`config.mk`:
```
export PLATFORM = sky130hd
export DESIGN_NAME = dmem_arbiter
export DESIGN_NICKNAME = d
export VERILOG_FILES = /design/src/rtl/dmem_arb_pkg.sv /design/src/rtl/rr_arbiter.sv /design/src/rtl/dmem_arbiter.sv
export SDC_FILE = /design/constraint.sdc
export NUM_CORES = 1
export LEC_CHECK = 0
export CAP_MARGIN = 5
export CORE_ASPECT_RATIO = 0.75
export CORE_MARGIN = 4
export CORE_UTILIZATION = 31
export CTS_CLUSTER_SIZE = 16
export DETAILED_ROUTE_END_ITERATION = 16
export GPL_TIMING_DRIVEN = 0
export PLACE_DENSITY = 0.83
export SETUP_SLACK_MARGIN = 0.15
export SLEW_MARGIN = 10
export SYNTH_ARGS = -nofsm -noshare
export SYNTH_HDL_FRONTEND = slang
export SYNTH_HIERARCHICAL = 1
export SYNTH_SLANG_ARGS = --single-unit
export TNS_END_PERCENT = 30
```
`constraint.sdc`:
```
create_clock -name clk -period 2.8 [get_ports clk]
set_clock_uncertainty 0.15 [all_clocks]
set_input_delay 0.7 -clock clk [delete_from_list [all_inputs] [get_ports clk]]
set_output_delay 0.7 -clock clk [all_outputs]
set_load 0.01 [all_outputs]
```
`src/rtl/dmem_arb_pkg.sv`:
```
// Shared constants, requester IDs and the round-robin search helper for the
// data-memory arbiter.
package dmem_arb_pkg;

    localparam int unsigned NREQ_DEF   = 2;
    localparam int unsigned AW_DEF     = 32;
    localparam int unsigned DW_DEF     = 32;
    localparam int unsigned MAX_REQ    = 8;

    localparam int unsigned REQ_CORE   = 0;
    localparam int unsigned REQ_LOADER = 1;

    typedef struct packed {
        logic       found;
        logic [2:0] idx;
    } pick_t;

    // First asserted bit of valid[0..n-1], searching upward from ptr with wrap.
    function automatic pick_t rr_pick(input logic [MAX_REQ-1:0] valid,
                                      input logic [2:0]         ptr,
                                      input int unsigned        n);
        pick_t       r;
        logic [31:0] j;
        r = '0;
        for (int unsigned k = 0; k < MAX_REQ; k++) begin
            j = (32'(ptr) + k) % n;
            if (k < n && !r.found && valid[j[2:0]]) begin
                r.found = 1'b1;
                r.idx   = j[2:0];
            end
        end
        return r;
    endfunction

endpackage

```
`src/rtl/rr_arbiter.sv`:
```
// Round-robin arbiter: owns the priority pointer and produces a one-hot grant
// plus the winning index. Nothing is granted while reset is high.
module rr_arbiter import dmem_arb_pkg::*; #(
    parameter int unsigned NREQ = NREQ_DEF,
    localparam int unsigned IW  = $clog2(NREQ)
) (
    input  logic            clk,
    input  logic            reset,
    input  logic [NREQ-1:0] valid,
    output logic [NREQ-1:0] grant,
    output logic [IW-1:0]   grant_idx,
    output logic            grant_found
);

    logic [IW-1:0]      ptr_q, ptr_d;
    logic [MAX_REQ-1:0] valid_ext;
    pick_t              pick;

    always_comb begin
        valid_ext             = '0;
        valid_ext[NREQ-1:0]   = valid;
        pick                  = rr_pick(valid_ext, 3'(ptr_q), NREQ);
        grant_found           = pick.found & ~reset;
        grant_idx             = pick.idx[IW-1:0];
        grant                 = '0;
        ptr_d                 = ptr_q;
        if (grant_found) begin
            grant[grant_idx] = 1'b1;
            ptr_d            = (grant_idx == IW'(NREQ - 1)) ? '0 : grant_idx + IW'(1);
        end
    end

    always_ff @(posedge clk) begin
        if (reset) begin
            ptr_q <= '0;
        end else begin
            ptr_q <= ptr_d;
        end
    end

endmodule

```
`src/rtl/dmem_arbiter.sv`:
```
// Shares the single-port data memory between NREQ requesters; drives the dmem
// port combinationally and returns a registered ack/read-data one cycle later.
module dmem_arbiter import dmem_arb_pkg::*; #(
    parameter int unsigned NREQ = NREQ_DEF,
    parameter int unsigned AW   = AW_DEF,
    parameter int unsigned DW   = DW_DEF
) (
    input  logic               clk,
    input  logic               reset,
    input  logic [NREQ-1:0]    req_valid,
    input  logic [NREQ-1:0]    req_we,
    input  logic [NREQ*AW-1:0] req_addr,
    input  logic [NREQ*DW-1:0] req_wdata,
    output logic [NREQ-1:0]    req_ready,
    output logic [NREQ-1:0]    rsp_valid,
    output logic [DW-1:0]      rsp_rdata,
    output logic               rsp_err,
    output logic               mem_we,
    output logic [AW-1:0]      mem_a,
    output logic [DW-1:0]      mem_wd,
    input  logic [DW-1:0]      mem_rd
);

    localparam int unsigned IW = $clog2(NREQ);

    logic [NREQ-1:0] grant;
    logic [IW-1:0]   gidx;
    logic            found;

    logic [AW-1:0]   addr_arr  [NREQ];
    logic [DW-1:0]   wdata_arr [NREQ];
    logic [AW-1:0]   sel_addr;
    logic [DW-1:0]   sel_wdata;
    logic            sel_we;
    logic            misaligned;

    logic [NREQ-1:0] rsp_valid_q;
    logic [DW-1:0]   rsp_rdata_q;
    logic            rsp_err_q;

    rr_arbiter #(
        .NREQ (NREQ)
    ) u_rr (
        .clk         (clk),
        .reset       (reset),
        .valid       (req_valid),
        .grant       (grant),
        .grant_idx   (gidx),
        .grant_found (found)
    );

    always_comb begin
        for (int i = 0; i < NREQ; i++) begin
            addr_arr[i]  = req_addr[i*AW +: AW];
            wdata_arr[i] = req_wdata[i*DW +: DW];
        end
        sel_addr  = '0;
        sel_wdata = '0;
        sel_we    = 1'b0;
        if (found) begin
            sel_addr  = addr_arr[gidx];
            sel_wdata = wdata_arr[gidx];
            sel_we    = req_we[gidx];
        end
        misaligned = found & (sel_addr[1:0] != 2'b00);
        // A misaligned store is acked with an error but must never reach dmem.
        mem_we     = found & sel_we & ~misaligned;
        mem_a      = sel_addr;
        mem_wd     = sel_wdata;
        req_ready  = grant;
    end

    always_ff @(posedge clk) begin
        if (reset) begin
            rsp_valid_q <= '0;
            rsp_rdata_q <= '0;
            rsp_err_q   <= 1'b0;
        end else begin
            rsp_valid_q <= grant;
            if (found) begin
                rsp_err_q   <= misaligned;
                rsp_rdata_q <= sel_we ? '0 : mem_rd;
            end
        end
    end

    assign rsp_valid = rsp_valid_q;
    assign rsp_rdata = rsp_rdata_q;
    assign rsp_err   = rsp_err_q;

endmodule

```
=== Yosys cells after proc, flatten, opt, wreduce, memory -nomap -nowiden ===
Index checks and enable logic that the tools add are counted.

* Input bits: 166
* Output and inout bits: 102
* Register bits: 36
* Word-level logic and storage cells: 44

* Add/sub/neg operators: 2
* Reduce and logical (&&, ||, !) cells: 4
* Multiplexer cells: 22
* $lt $le $gt $ge: 5
* Bitwise gates (word level): 7

{| class="wikitable"
|+ Operators by type and width
! kind !! count
|-
| 32-bit two-way mux || 9
|-
| 1-bit two-way mux || 9
|-
| 1-bit by 4-bit less-than comparator with 1-bit output, second input constant || 2
|-
| 4-bit two-way mux || 2
|-
| 1-bit bitwise AND || 4
|-
| 1-bit adder, second input constant || 2
|-
| 2-bit >= comparator, second input constant || 1
|-
| 1-bit logical AND || 2
|-
| 1-bit by 2-bit less-than comparator with 1-bit output, second input constant || 1
|-
| 2-bit two-way mux || 1
|-
| 1-bit inverter || 2
|-
| 1-bit inverter with 2-bit output || 1
|-
| 2-bit nonzero test || 1
|-
| 1-bit demux with 1-bit select || 1
|-
| 1-bit >= comparator, second input constant || 1
|-
| 1-bit zero test || 1
|}

=== Depth between registers and ports, before layout ===
* Depth after elaboration: 15
* Depth in mapped cells: 7
* Mapped depth without buffers: 4

=== Hierarchy ===
Netlist, hierarchy kept.

{| class="wikitable"
|+ By module, submodules not included
! module !! instances !! area each (µm²) !! seq. area each (µm²) !! cells an instance
|-
| dmem_arbiter || 1 || 2696.3 || 700.7 || 266
|-
| rr_arbiter || 1 || 71.3 || 20.0 || 10
|}

=== Worst setup path after synthesis ===
OpenSTA, ideal clock, no wires.

* Path kind: input to output
* From: input port req_valid[1]
* To: output port mem_we
* Path slack: 287 ps
* Data arrival time: 1663 ps
* Buffers on the path: 3
* Data required time: 1950 ps
* Cell stages on the path: 7
* Cell sequence: inv_1 a21oi_1 buf_2 buf_6 buf_6 nor3_1 o211a_1

* Word-level cells in the longest chain between the ends: 15
* Elaborated cells between the ends (all ways): 22
* Those cells by class: mux (13); bitwise (6); reduce/logical (3)

{| class="wikitable"
|+ RTL lines
! what !! line !! source
|-
| start: declaration || dmem_arbiter.sv:10 || <nowiki>input logic [NREQ-1:0] req_valid,</nowiki>
|-
| 1-bit two-way mux (implied by the code) (2 in series) || dmem_arb_pkg.sv:27 || <nowiki>if (k < n && !r.found && valid[j[2:0]]) begin</nowiki>
|-
| 4-bit two-way mux || dmem_arb_pkg.sv:27 ||
|-
| 1-bit zero test || dmem_arb_pkg.sv:27 ||
|-
| 1-bit logical AND || dmem_arb_pkg.sv:27 ||
|-
| 4-bit two-way mux (*) || dmem_arb_pkg.sv:27 ||
|-
| named net gidx || dmem_arbiter.sv:27 || <nowiki>logic [IW-1:0] gidx;</nowiki>
|-
| 1-bit inverter with 2-bit output (implied by the code) || dmem_arbiter.sv:61 || <nowiki>sel_addr = addr_arr[gidx];</nowiki>
|-
| 32-bit two-way mux (implied by the code) (3 in series) || dmem_arbiter.sv:61 ||
|-
| 32-bit two-way mux || dmem_arbiter.sv:60 || <nowiki>if (found) begin</nowiki>
|-
| 2-bit nonzero test || dmem_arbiter.sv:65 || <nowiki>misaligned = found & (sel_addr[1:0] != 2'b00);</nowiki>
|-
| 1-bit bitwise AND || dmem_arbiter.sv:65 ||
|-
| 1-bit inverter || dmem_arbiter.sv:67 || <nowiki>mem_we = found & sel_we & ~misaligned;</nowiki>
|-
| 1-bit bitwise AND (*) || dmem_arbiter.sv:67 ||
|-
| end: declaration || dmem_arbiter.sv:18 || <nowiki>output logic mem_we,</nowiki>
|}

The timed path passes the listed nets; every way through them passes the cells marked *. The select of a mux whose other input is x is not followed.

=== Worst setup path after layout ===
Same ends and word-level chain as after synthesis.

==> flow_summary_export.csv <==
group,metric,value,unit
clocking,clockBufferDepth,2,
logic_synthesis,syn_area_per_cell,10.0,sq um
place,place_hpwl,10.3,mm
route,drtAntennaViolNets,0,
floorplanning,fp.dieH,89.8,microns
route,wl,13.5,mm
pwr,peakVddDrop,0.000246,V
pwr,switching_share,0.281,
worst_setup_path,end_kind,"primary output",
place,placed_cells_incl_taps,651,
grt,grt.overflow.total,0,
clocking,cts_made_buffers,5,
worst_setup_path,worstPathMaxFanout,3,
floorplanning,core,8560,sq um
worst_setup_path,path_buf_inv,7,
route,drt_iter0_markers,97,
sta,fin_crit_sh,0.996,
grt,grt_pass1_vias,3414,
clocking,clock-sinks,36,
worst_setup_path,worst_ep_arrival_time,1.94,ns
place,place_congestion,0.858,
logic_synthesis,synth_warnings,6,
floorplanning,initial_utilization,0.323,
cells_and_area,final_cells,694,
floorplanning,io_pins,268,
logic_synthesis,synth.area.mux_share,0.353,
pwr,internal_power,1.50,mW
grt,grtUsageMet1,0.271,
logic_synthesis,synth_xor_area_frac,0,
grt,antenna_found_initial,2,
logic_synthesis,ys_ff_latch,36,
logic_synthesis,synth_top_family_by_area,"multiplexers",
grt,grtUsageMet3,0.0550,
run_status,status,"completed",
cells_and_area,area_growth,130,%
grt,grtUsageTotal,0.235,
worst_setup_path,reg2reg_slack,0.65,ns
sta,min_period,2.79,ns
clocking,htree_num_levels,2,
cells_and_area,final_layout_size_suffix_gt1_frac,0.330,
logic_synthesis,syn-num-nets,442,
sta,fmax,359,MHz
worst_setup_path,worstSetupPathType,"input port to primary output",
grt,top_usage_layer,"met2",
pwr,clockPowerShare,0.269,
grt,grtUsageMet2,0.436,
clocking,cts_tree,"done",
route,wire_per_inst,19.5,microns
sta,drv_slew,0,
sta,rsz0062_at_grt,"yes",
grt,grt_max_degree,12,
sta,slew-limit-headroom,0.507,
pwr,powerDensity,327,nW/um^2
logic_synthesis,synth_compound_area_frac,0.159,
worst_setup_path,cp_top_family,"buffers and inverters",
cells_and_area,layout_commonest_cell,"clkdlybuf4s50_1",
floorplanning,dieArea,10500,sq um
worst_setup_path,slowest_stage,"mux2_4",
cells_and_area,nNetsFinal,749,
pwr,p_leak,2.65,nW
pwr,p_sw,584,uW
place,placed_cell_area,5580,sq um
grt,grt_pass1_wl,19.3,mm
min_path,hold_path.class,"register to register",
place,portBuffers,267,
route,drcViolationCount,0,
floorplanning,die_w,117,microns
logic_synthesis,netlist_area,2770,sq um
worst_setup_path,path_cells,"buf_8 > inv_4 > a21oi_2 > buf_4 > buf_12 > buf_12 > mux2_4 > buf_8 > o211a_1 > buf_2",
floorplanning,rows,29,
cells_and_area,final_cell_mix,"clkdlybuf4s50_1 (198), mux2i_1 (83), buf_2 (56)",
logic_synthesis,synth_simple_gate_area_share,0.162,
cells_and_area,nFillCells,625,
cells_and_area,fin_area,6360,sq um
pwr,seq_power_share,0.268,
sta,timing.hold.ws,0.348,ns
logic_synthesis,seq_area_frac_synth,0.260,
worst_setup_path,crit_required,1.95,ns
pwr,comb_power_share,0.463,
route,first_pass_iters,4,
sta,final_hold_viol_count,0,
clocking,clock_latency,0.27,ns
sta,finalSetupViolCount,0,
route,via_per_inst,4.78,
logic_synthesis,yosys.area_share.adder,0,
clocking,clkSlewWorstSetupHoldPaths,0.06,ns
flow_run,drv_cap,0,
clocking,hold_buffers,0,
worst_setup_path,critPathLaunchType,"input port",
logic_synthesis,synth.distinct_cells,21,
clocking,root_buffer,"clkbuf_16",
route,vias,3318,
worst_setup_path,crit_path_max_incr_delay,0.31,ns
sta,tightest_slew,0.739,ns
logic_synthesis,synth_cells,276,
pwr,power.total,2.08,mW
Yosys cell counts (all sizes together):
library cell / number / area (sq um)
nor3: 1 / 5.00
o21bai: 1 / 7.51
nor3b: 1 / 7.51
and2: 1 / 6.26
nor2b: 66 / 413
clkbuf: 9 / 33.8
a211oi: 34 / 405
mux2: 1 / 15.0
nor4bb: 1 / 10.0
o21a: 1 / 7.51
mux2i: 96 / 961
a21oi: 2 / 10.0
dfxtp: 36 / 721
inv: 2 / 7.51
buf: 21 / 140
o211a: 1 / 10.0
nor2: 2 / 7.51
power groups by stage:
| stage | Combinational (mW) | Sequential, mW | Clock, mW |
|---|---|---|---|
| 2_1_floorplan | 0.321 | 0.579 | 0 |
| 3_5_place_dp | 0.805 | 0.568 | 0 |
| 3_3_place_gp | 0.790 | 0.567 | 0 |
| 6_report | 0.964 | 0.558 | 0.561 |
| 4_1_cts | 0.930 | 0.558 | 0.568 |
| 5_1_grt | 1.02 | 0.560 | 0.590 |
stage by stage:
stage	setup TNS [ns]	worst slack [ns]	util
4_1_cts	0	0.0127	0.736
5_1_grt	-0.0569	-0.0334	0.742
3_3_place_gp	-58.25	-1.01	0.651
2_1_floorplan	0	0.287	-
3_5_place_dp	-60.68	-1.04	0.651
6_report	0	0.0123	0.742
worst paths after layout:
path,from,to,depth (start not counted)
setup / recovery,req_valid[1],mem_we,10
hold / removal,u_rr/ptr_q,u_rr/ptr_q,1
setup reg to reg,u_rr/ptr_q,rsp_rdata[2],10
hold reg to reg,u_rr/ptr_q,u_rr/ptr_q,1
layout make-up:
cell class                      instances  area, sq um  area share
Timing Repair Buffer                  300         2900       0.457
Inverter                                2         10.0     0.00157
Buffer                                 30          382      0.0600
Sequential cell                        36          721       0.113
Multi-Input combinational cell        208         2050       0.323
Clock buffer                            7          143      0.0224
Tap cell                              108          135      0.0213
Clock inverter                          1         7.51     0.00118
Antenna cell                            2         5.00    0.000787
state kept, by name (all words and copies together), names as in the netlist:
name and count:
rsp_rdata 32, rsp_valid 2, rsp_err 1, u_rr/ptr_q 1
cells by family (layout without fill, tap and decap cells):
family	Yosys count	after routing
muxes	97	97
and+or+nand+nor	72	72
AOI/OAI and AO/OA	39	39
DFF	36	36
buffers and inverters	32	340
other	0	2
metal layers:
layer	vias up	part of all wire
met3	14	0.074
li1	1603	-
met1	1562	0.39
met4	0	0.017
met5	-	0
met2	139	0.52
timing repair:
| action | CTS | global route |
|---|---|---|
| buffers inserted | 18 | 4 |
| pin swaps | 5 | 2 |
| gates resized for setup | 304 | 81 |
| gates cloned | 11 | 0 |
| endpoints found under the setup margin | 67 | 66 |
Power figures use the tool's default switching activity.
